File: src/rtl/trap_ctrl.sv
`default_nettype none
// +----------------------------------------------------------------------------+
// | trap_ctrl: machine-mode trap/mret sequencer driving the CSR priority port. |
// | Optional macro VECTORED_MODE_EN: vectored interrupt targets for mtvec=01.  |
// | Rev 1.0                                                                    |
// +----------------------------------------------------------------------------+
`timescale 1ns/1ps
module trap_ctrl #(
  parameter int XLEN        = 32,
  parameter int TIMER_CAUSE = 7,
  parameter int EXT_CAUSE   = 11
) (
  input  logic            clk,
  input  logic            rst_n,
  input  logic            ecall_i,
  input  logic            ebreak_i,
  input  logic            mret_i,
  input  logic [XLEN-1:0] ex_pc_i,
  input  logic            inst_bound_i,
  input  logic            timer_irq_i,
  input  logic            ext_irq_i,
  input  logic [XLEN-1:0] mstatus_i,
  input  logic [XLEN-1:0] mtvec_i,
  input  logic [XLEN-1:0] mepc_i,
  output logic            csr_we_o,
  output logic [11:0]     csr_waddr_o,
  output logic [XLEN-1:0] csr_wdata_o,
  output logic            hold_o,
  output logic            flush_o,
  output logic            jump_o,
  output logic [XLEN-1:0] jump_addr_o,
  output logic            busy_o
);

  localparam logic [11:0] c_mstatus = 12'h300;
  localparam logic [11:0] c_mepc    = 12'h341;
  localparam logic [11:0] c_mcause  = 12'h342;
  localparam logic [XLEN-1:0] c_irq_bit   = {1'b1, {(XLEN-1){1'b0}}};
  localparam logic [XLEN-1:0] c_ecall     = XLEN'(11);
  localparam logic [XLEN-1:0] c_ebreak    = XLEN'(3);
  localparam logic [XLEN-1:0] c_ext_irq   = c_irq_bit | XLEN'(EXT_CAUSE);
  localparam logic [XLEN-1:0] c_timer_irq = c_irq_bit | XLEN'(TIMER_CAUSE);

  typedef enum logic [2:0] {
    S_IDLE      = 3'd0,
    S_W_MEPC    = 3'd1,
    S_W_MCAUSE  = 3'd2,
    S_W_MSTATUS = 3'd3,
    S_JUMP      = 3'd4,
    S_M_MSTATUS = 3'd5,
    S_M_JUMP    = 3'd6
  } state_t;

  state_t          r_state;
  logic [XLEN-1:0] r_pc;
  logic [XLEN-1:0] r_cause;

  logic            w_exc;
  logic            w_irq;
  logic            w_take_trap;
  logic            w_idle;
  logic [XLEN-1:0] w_cause;
  logic [XLEN-1:0] w_base;
  logic [XLEN-1:0] w_trap_target;

  assign w_idle      = (r_state == S_IDLE);
  assign w_exc       = ecall_i | ebreak_i;
  assign w_irq       = mstatus_i[3] & inst_bound_i & (ext_irq_i | timer_irq_i);
  // mret outranks interrupts, so an interrupt only wins when no mret is present.
  assign w_take_trap = w_exc | (~mret_i & w_irq);
  assign w_cause     = ecall_i   ? c_ecall   :
                       ebreak_i  ? c_ebreak  :
                       ext_irq_i ? c_ext_irq : c_timer_irq;
  assign w_base      = {mtvec_i[XLEN-1:2], 2'b00};

`ifdef VECTORED_MODE_EN
  assign w_trap_target = (r_cause[XLEN-1] && mtvec_i[1:0] == 2'b01)
                         ? w_base + {r_cause[XLEN-3:0], 2'b00} : w_base;
`else
  logic w_unused_mode;
  assign w_unused_mode = ^mtvec_i[1:0];
  assign w_trap_target = w_base;
`endif

  always_ff @(posedge clk or negedge rst_n) begin
    if (!rst_n) begin
      r_state <= S_IDLE;
      r_pc    <= '0;
      r_cause <= '0;
    end else begin
      unique case (r_state)
        S_IDLE: begin
          if (w_take_trap) begin
            r_pc    <= ex_pc_i;
            r_cause <= w_cause;
            r_state <= S_W_MEPC;
          end else if (mret_i) begin
            r_state <= S_M_MSTATUS;
          end
        end
        S_W_MEPC:    r_state <= S_W_MCAUSE;
        S_W_MCAUSE:  r_state <= S_W_MSTATUS;
        S_W_MSTATUS: r_state <= S_JUMP;
        S_M_MSTATUS: r_state <= S_M_JUMP;
        default:     r_state <= S_IDLE;
      endcase
    end
  end

  // Outputs decode the state register so mstatus/mtvec/mepc are used live in the write cycle.
  always_comb begin
    csr_we_o    = 1'b0;
    csr_waddr_o = '0;
    csr_wdata_o = '0;
    flush_o     = 1'b0;
    jump_o      = 1'b0;
    jump_addr_o = '0;
    busy_o      = ~w_idle;
    hold_o      = ~w_idle | w_take_trap | mret_i;
    unique case (r_state)
      S_W_MEPC: begin
        csr_we_o    = 1'b1;
        csr_waddr_o = c_mepc;
        csr_wdata_o = r_pc;
      end
      S_W_MCAUSE: begin
        csr_we_o    = 1'b1;
        csr_waddr_o = c_mcause;
        csr_wdata_o = r_cause;
      end
      S_W_MSTATUS: begin
        csr_we_o       = 1'b1;
        csr_waddr_o    = c_mstatus;
        csr_wdata_o    = mstatus_i;
        csr_wdata_o[7] = mstatus_i[3];
        csr_wdata_o[3] = 1'b0;
      end
      S_JUMP: begin
        jump_o      = 1'b1;
        flush_o     = 1'b1;
        jump_addr_o = w_trap_target;
      end
      S_M_MSTATUS: begin
        csr_we_o       = 1'b1;
        csr_waddr_o    = c_mstatus;
        csr_wdata_o    = mstatus_i;
        csr_wdata_o[3] = mstatus_i[7];
        csr_wdata_o[7] = 1'b1;
      end
      S_M_JUMP: begin
        jump_o      = 1'b1;
        flush_o     = 1'b1;
        jump_addr_o = mepc_i;
      end
      default: ;
    endcase
  end

endmodule
`default_nettype wire
File: config.mk
export PLATFORM = sky130hd
export DESIGN_NAME = trap_ctrl
export DESIGN_NICKNAME = d
export VERILOG_FILES = /design/src/rtl/trap_ctrl.sv
export SDC_FILE = /design/constraint.sdc
export NUM_CORES = 1
export LEC_CHECK = 0
export ABC_AREA = 1
export CORE_MARGIN = 8
export CORE_UTILIZATION = 35
export CTS_BUF_LIST = sky130_fd_sc_hd__clkbuf_16
export CTS_CLUSTER_SIZE = 25
export DETAILED_ROUTE_END_ITERATION = 8
export PLACE_DENSITY_LB_ADDON = 0.25
export SLEW_MARGIN = 20
export SYNTH_ARGS = -nofsm -noshare
export SYNTH_HDL_FRONTEND = slang
export SYNTH_SLANG_ARGS = --single-unit
File: constraint.sdc
create_clock -name clk -period 3.17 [get_ports clk]
set_input_delay 0.7925 -clock clk [delete_from_list [all_inputs] [get_ports clk]]
set_output_delay 0.7925 -clock clk [all_outputs]
set_load 0.1 [all_outputs]
## Yosys cells after proc, flatten, opt, wreduce, memory -nomap -nowiden

Index checks and enable logic that the tools add are counted.

- Flip-flop bits (word level): 67
- Input bits: 136
- Word-level logic and storage cells: 36

- Equality and inequality tests: 7
- Muxes and demuxes: 11
- Bitwise operators: 10
- Reductions and logical operators: 5

Operator list:

| kind | number |
|---|---|
| $pmux 32 s4 | 1 |
| $mux 32 | 2 |
| $pmux 32 s2 | 1 |
| $pmux 10 s3 | 1 |
| $pmux 3 s5 | 1 |
| $eq 3x3->1 const B | 3 |
| $eq 3x2->1 const B | 2 |
| $mux 3 | 2 |
| $or 1x1->1 | 5 |
| $mux 4 | 1 |
| $reduce_or 2->1 | 2 |
| $reduce_or 4->1 | 1 |
| $and 1x1->1 | 3 |
| $eq 3x1->1 const B | 1 |
| $logic_not 3->1 | 1 |
| $ne 3x3->1 const B | 1 |
| $mux 1 | 2 |
| $not 1->1 | 2 |
| $reduce_and 2->1 | 1 |

## Longest topological paths before layout

Gate-level depths: netlist of run 1.

- Depth after elaboration: 6
- Gate-level depth with buffers: 9
- Mapped depth without buffers: 8

## Worst setup path before layout of run 1

OpenSTA, ideal clock, no wires.

- Kind: flip-flop to output port
- Start: register r_state[2]
- End: output port csr_waddr_o[6]
- Arrival: 3.276 ns
- Required time: 2.378 ns
- Path slack: -0.898 ns
- Stages on the path, launching flop included: 7
- Cells stage by stage: dfrtp_1 > buf_6 > inv_2 > nand2_1 > nor2_1 > inv_1 > o21ai_0

- Word-level cells in the longest chain between the ends: 3
- Elaborated cells on any way between the ends: 6
- Those cells by class: eq/ne: 4; mux: 1; reduce/logical: 1

Ends and longest elaborated chain:

| element | line | text |
|---|---|---|
| start, declared | 54 | `state_t r_state;` |
| start signal, assigned | 87 | `r_state <= S_IDLE;` |
| start signal, assigned | 96 | `r_state <= S_W_MEPC;` |
| start signal, assigned | 98 | `r_state <= S_M_MSTATUS;` |
| $eq 3x3->1 or $eq 3x2->1 (tied branches) | 120 | `unique case (r_state)` |
| $reduce_or 2->1 (no source line) | -- |  |
| $pmux 10 s3 (*) | 120 |  |
| end, declared | 26 | `output logic [11:0] csr_waddr_o,` |

Mark *: on every way between the ends. The rest lies on a longest branch, timed or not.

## Worst setup path in the final report of run 1

- Start: register r_state[1]
- End: output port csr_waddr_o[6]

The elaborated chain is that of the path after synthesis.

==> results by group, run 1 <==
Floorplan
  • Die H: 103 µm
  • Num ports: 217
  • Rows: 32
  • Area of the die: 10,700 µm²
  • Core region area: 7570 µm²
  • Die Width: 103 µm
  • Starting Density: 35.4%

Logic synthesis
  • Async SR Flop Fraction: 100%
  • Sequential area share after synthesis: 36.4%
  • Commonest cells in the netlist: nand2_1, nand3_1, dfrtp_1
  • Top_reg_cell synth: dfrtp_1
  • Syn Area/Cell: 6.36 µm²
  • Largest area contributor in the netlist: dfrtp_1
  • Post-synth EDFFs: 0
  • Top post-synthesis cells by area: dfrtp_1, nand2_1, nand3_1
  • Most common cell in the netlist: nand2_1
  • Distinct cells, synth: 19
  • Synth top area share: 36.4%
  • #FFs+latches synth: 39
  • Synthesized cell area: 2680 µm²
  • Syn Inst Count: 421
  • Yosys Warn Count: 0

Detailed routing
  • DR iter-0 viols: 114
  • Detailed Route WL: 12,000 µm
  • ANT nets after route: 0
  • Pre-Repair DR Iteration Count: 4
  • Detailed-route wire length per cell: 16.8 µm
  • Drt via density: 4.91
  • DRC Markers: 0
  • Detailed-route via count: 3,505

Clocking
  • Cts bufs inserted: 5
  • Clock-pin slew on the worst setup and hold paths: 0.06 ns
  • Skew-Pair Late Insertion Delay: 0.28 ns
  • CTS resizes: 0
  • # clock sinks: 39
  • TritonCTS clock tree: yes
  • Hold buffers post-CTS: 0
  • Bufs on Longest Clock Path: 2
  • Postcts setup bufs: 0
  • H-tree depth: 2
  • Root buffer cell: clkbuf_16

Setup path
  • WP data required: 2.38 ns
  • Setup Crit Path Kind: flip-flop to output port
  • Worst path bufs/invs: 3
  • Crit-path slowest cell: dfrtp_1
  • Max incr delay on CP: 0.47 ns
  • Nature of the critical path endpoint: output port
  • CP Launch Type: flip-flop
  • FF-to-FF path depth: 7
  • Kind of cell adding the most delay to the critical path: buffers and inverters
  • CP Data Arrival Time: 2.12 ns
  • Levels on crit path: 6
  • Worst Path Max Fanout: 33
  • CP cell instances: buf_4 -> nand2_1 -> nor2_2 -> inv_1 -> o21ai_0 -> buf_12

Run
  • Max Cap Viol: 0

STA
  • Final Hold Viols: 0
  • Final Max Tran Viols: 0
  • Setup TNS Final: 0 ns
  • Final Critical Period: 2.91 ns
  • # setup viols final: 0
  • Worst relative slew slack: 39.3%
  • RSZ-0062 raised after global routing: no
  • Share of the clock period used by the worst path: 91.7%
  • Layout Skew: 0.00989 ns
  • Setup slack after layout: 0.262 ns
  • Worst Tran Pin Value: 0.910 ns
  • Fmax: 0.344 GHz

Global route
  • Total track usage: 22.1%
  • First-pass GRT wire length: 18,300 µm
  • Number of global-route vias before repair: 3,651
  • Initial antenna violation count: 0
  • Largest net degree at the start of global routing: 40
  • Overflow after GRT: 0

Min path
  • Worst Hold Depth: 2
  • HP Class: flip-flop to flip-flop

Placement
  • Placer Congestion: 0.825
  • HPWL Detailed: 9370 µm
  • I/O Buffers: 207
  • Pre-CTS WS: 0.447 ns

Layout
  • Layout fillers: 566
  • N_diodes: 0
  • Final nets: 747
  • Area growth syn-to-layout: 111%
  • Ratio of cells with drive above 1 in the final layout: 17.2%

Status
  • Outcome: finished clean
==> final cells by class <==
class | instances | area, µm² | area share (%)
timing repair buffer | 216 | 2890 | 51.1
sequential | 39 | 976 | 17.3
inverter | 14 | 52.6 | 0.930
clock buffer | 5 | 125 | 2.21
tap | 102 | 128 | 2.26
clock inverter | 3 | 43.8 | 0.775
multi-input combinational | 335 | 1440 | 25.4
==> cell usage in the layout (no fill, tap or decap) <==
cell	count
inv_1	11
nand2_2	3
clkdlybuf4s50_1	132
nor2_1	5
dfrtp_1	39
o21ai_0	2
nand3_1	103
nor2_2	4
buf_4	8
nand4_1	1
buf_2	1
nand2_1	204
inv_2	3
bufinv_16	1
conb_1	7
clkinv_2	1
clkinv_4	1
buf_12	75
clkbuf_16	5
o21bai_1	1
nor3_1	1
o21ai_1	1
nor2_4	3
==> kinds of logic after synthesis <==
| kind of cell | share of synthesized area, % |
|---|---|
| other | 0.140 |
| AND/OR/NAND/NOR | 51.7 |
| buffers and inverters | 10.9 |
| flip-flops | 36.4 |
| AO/OA/AOI/OAI | 0.841 |
==> through the flow <==
step	instance area [µm²]	hold WS [ns]	instances	utilization (%)
finish	5650	0.471	714	74.7
global route	5650	0.492	714	74.7
CTS	5650	0.474	714	74.7
detailed placement	5480	0.459	706	72.4
global placement	5480	0.448	706	72.4
floorplan	2700	0.435	427	-
==> sequential cells by signal (all words and copies together) (netlist names) <==
name,count
r_cause,4
r_pc,32
r_state,3
==> tightest hold or removal path: cells and delay by family (launching register included) <==
family	cells	cell delay [ns]
flops	1	0.34
simple gates	2	0.09
==> final timing paths <==
| kind | start | end | slack, ns |
|---|---|---|---|
| setup / recovery | r_state[1] | csr_waddr_o[6] | 0.26 |
| hold / removal | r_pc[0] | r_pc[0] | 0.47 |
| setup reg to reg | r_state[0] | r_pc[9] | 1.13 |
| hold reg to reg | r_pc[0] | r_pc[0] | 0.47 |
| max in group asynchronous | rst_n | r_state[1] | 1.95 |
| min in group asynchronous | rst_n | r_pc[19] | 0.63 |
==> metal layers <==
| metal | vias up | track usage, % | part of all wire (%) |
|---|---|---|---|
| li1 | 1701 | - | - |
| met2 | 173 | 39.6 | 50 |
| met5 | - | 0 | 0 |
| met1 | 1617 | 23.1 | 35 |
| met3 | 14 | 8.43 | 12 |
| met4 | 0 | 7.68 | 1.6 |
Power of run 1 is not shown: default switching activity piles up to over one toggle a cycle in this logic, so the estimate is an artifact.
==> run 2: changes to the inputs <==
Settings changed: CAP_MARGIN set to 20, SETUP_SLACK_MARGIN set to 0.3.
==> results by group, run 2 (synthesis results as in run 1) <==
Global route
  • Initial antenna violation count: 0 (unchanged)
  • Total track usage: 22.0% (-0.15 points)
  • First-pass GRT wire length: 18,300 µm (-0.45%)
  • Number of global-route vias before repair: 3,599 (-1.4%)
  • Largest net degree at the start of global routing: 40 (unchanged)
  • Overflow after GRT: 0 (unchanged)

Detailed routing
  • Detailed Route WL: 12,000 µm (-0.34%)
  • Detailed-route via count: 3,492 (-0.37%)
  • Detailed-route wire length per cell: 16.7 µm (-0.62%)
  • DR iter-0 viols: 141 (+24%)
  • ANT nets after route: 0 (unchanged)
  • DRC Markers: 0 (unchanged)
  • Drt via density: 4.88 (-0.65%)
  • Pre-Repair DR Iteration Count: 4 (unchanged)

Layout
  • Area growth syn-to-layout: 112%
  • Ratio of cells with drive above 1 in the final layout: 17.8% (+0.60 points)
  • Design area: 5680 µm² (+0.60%)
  • Most frequent cells in the layout: nand2_1, clkdlybuf4s50_1, nand3_1
  • N_diodes: 0 (unchanged)
  • Biggest register: r_pc
  • Final nets: 749 (+0.27%)
  • Commonest non-fill, non-tap cell in the layout: nand2_1
  • Top flop regs: r_pc (32), r_cause (4), r_state (3)
  • Max reg flops: 32 (unchanged)
  • Layout fillers: 554 (-2.1%)

Placement
  • I/O Buffers: 207 (unchanged)
  • Placed cell area: 5510 µm² (+0.55%)
  • HPWL Detailed: 9580 µm (+2.3%)
  • Placer Congestion: 0.852 (+3.4%)

Clocking
  • Bufs on Longest Clock Path: 2 (unchanged)
  • # clock sinks: 39 (unchanged)
  • H-tree depth: 2 (unchanged)
  • Cts bufs inserted: 5 (unchanged)
  • Root buffer cell: clkbuf_16
  • Skew-Pair Late Insertion Delay: 0.28 ns (about the same)
  • TritonCTS clock tree: yes
  • Clock-pin slew on the worst setup and hold paths: 0.06 ns (about the same)

Setup path
  • CP cell instances: clkdlybuf4s50_1 -> nor2_2 -> nand4_1 -> buf_12
  • FF-to-FF path depth: 7 (unchanged)
  • Crit-path slowest cell: clkdlybuf4s50_1
  • WP data required: 2.38 ns (about the same)
  • CP Data Arrival Time: 1.93 ns (-0.19 ns)
  • Worst Path Max Fanout: 4 (-88%)
  • CP Launch Type: input pin
  • Max incr delay on CP: 0.47 ns (about the same)
  • Setup Crit Path Kind: input pin to output port
  • Nature of the critical path endpoint: output port

Floorplan
  • Die H: 103 µm (unchanged)
  • Num ports: 217 (unchanged)
  • Area of the die: 10,700 µm² (unchanged)
  • Core region area: 7570 µm² (unchanged)
  • Starting Density: 35.4% (unchanged)
  • Rows: 32 (unchanged)
  • Die Width: 103 µm (unchanged)

STA
  • Final Max Tran Viols: 0 (unchanged)
  • Layout Skew: 0.00543 ns (-0.00447 ns)
  • Share of the clock period used by the worst path: 86.0% (-5.7 points)
  • RSZ-0062 raised after global routing: no
  • Worst Tran Pin Value: 0.880 ns (-0.0298 ns)
  • # setup viols final: 0 (unchanged)
  • Final Critical Period: 2.73 ns (-0.182 ns)
  • Setup TNS Final: 0 ns (unchanged)
  • Hold_ws: 0.473 ns (+0.00114 ns)
  • Worst relative slew slack: 41.3% (+2.0 points)
  • Final Hold Viols: 0 (unchanged)
  • Fmax: 0.367 GHz (+6.7%)

Min path
  • HP Class: flip-flop to flip-flop
  • Worst Hold Depth: 2 (unchanged)

Status
  • Outcome: finished clean

Run
  • Max Cap Viol: 0 (unchanged)
[run 2: layout make-up]
type / count / area (µm²) / area share (%)
Timing Repair Buffer: 218 / 2930 / 51.6
Multi-Input combinational cell: 335 / 1460 / 25.6
Sequential cell: 39 / 976 / 17.2
Tap cell: 102 / 128 / 2.25
Clock buffer: 5 / 125 / 2.20
Inverter: 14 / 52.6 / 0.924
Clock inverter: 3 / 16.3 / 0.286
[run 2: final timing paths]
check,from,end,slack (ns)
worst max-delay path,ebreak_i,hold_o,0.44
worst min-delay path,r_pc[29],r_pc[29],0.47
worst max register to register,r_state[2],r_pc[22],1.10
worst min register to register,r_pc[29],r_pc[29],0.47
max in group asynchronous,rst_n,r_pc[6],1.98
min in group asynchronous,rst_n,r_pc[26],0.63
[run 2: routing by layer]
metal	vias to the layer above	GRT usage [%]	wire length [µm]
met1	1602	23.2	4310
met2	171	40.0	6030
met4	0	6.45	272
li1	1697	-	-
met3	22	7.83	1360
met5	-	0	0
[run 2: timing repair]
| action | CTS | global route |
|---|---|---|
| endpoints found under the setup margin | 2 | 2 |
| resized for setup | 0 | 1 |
| pin swaps | 1 | 0 |
| hold buffers | 0 | 0 |
| setup buffers | 2 | 0 |
[run 2: worst max-delay path, delay by kind of cell]
family                 cells  cell delay [ns]
and+or+nand+nor            2             0.43
buffers and inverters      2             0.70
[run 2: metrics by stage]
stage | cells | utilization (%) | setup slack [ns]
floorplan | 427 | - | 0.307
global placement | 706 | 72.8 | 0.470
detailed placement | 706 | 72.8 | 0.452
CTS | 716 | 75.1 | 0.386
global route | 716 | 75.1 | 0.332
finish | 716 | 75.1 | 0.444
Power of run 2 is left out for the same reason.
==> run 3: changes to the inputs <==
Settings changed: GPL_ROUTABILITY_DRIVEN set to 0, SKIP_LAST_GASP set to 1.
==> results of run 3 <==
No change in the layout: final DEF, timing and power equal those of run 2.
Power of run 3 is left out for the same reason.
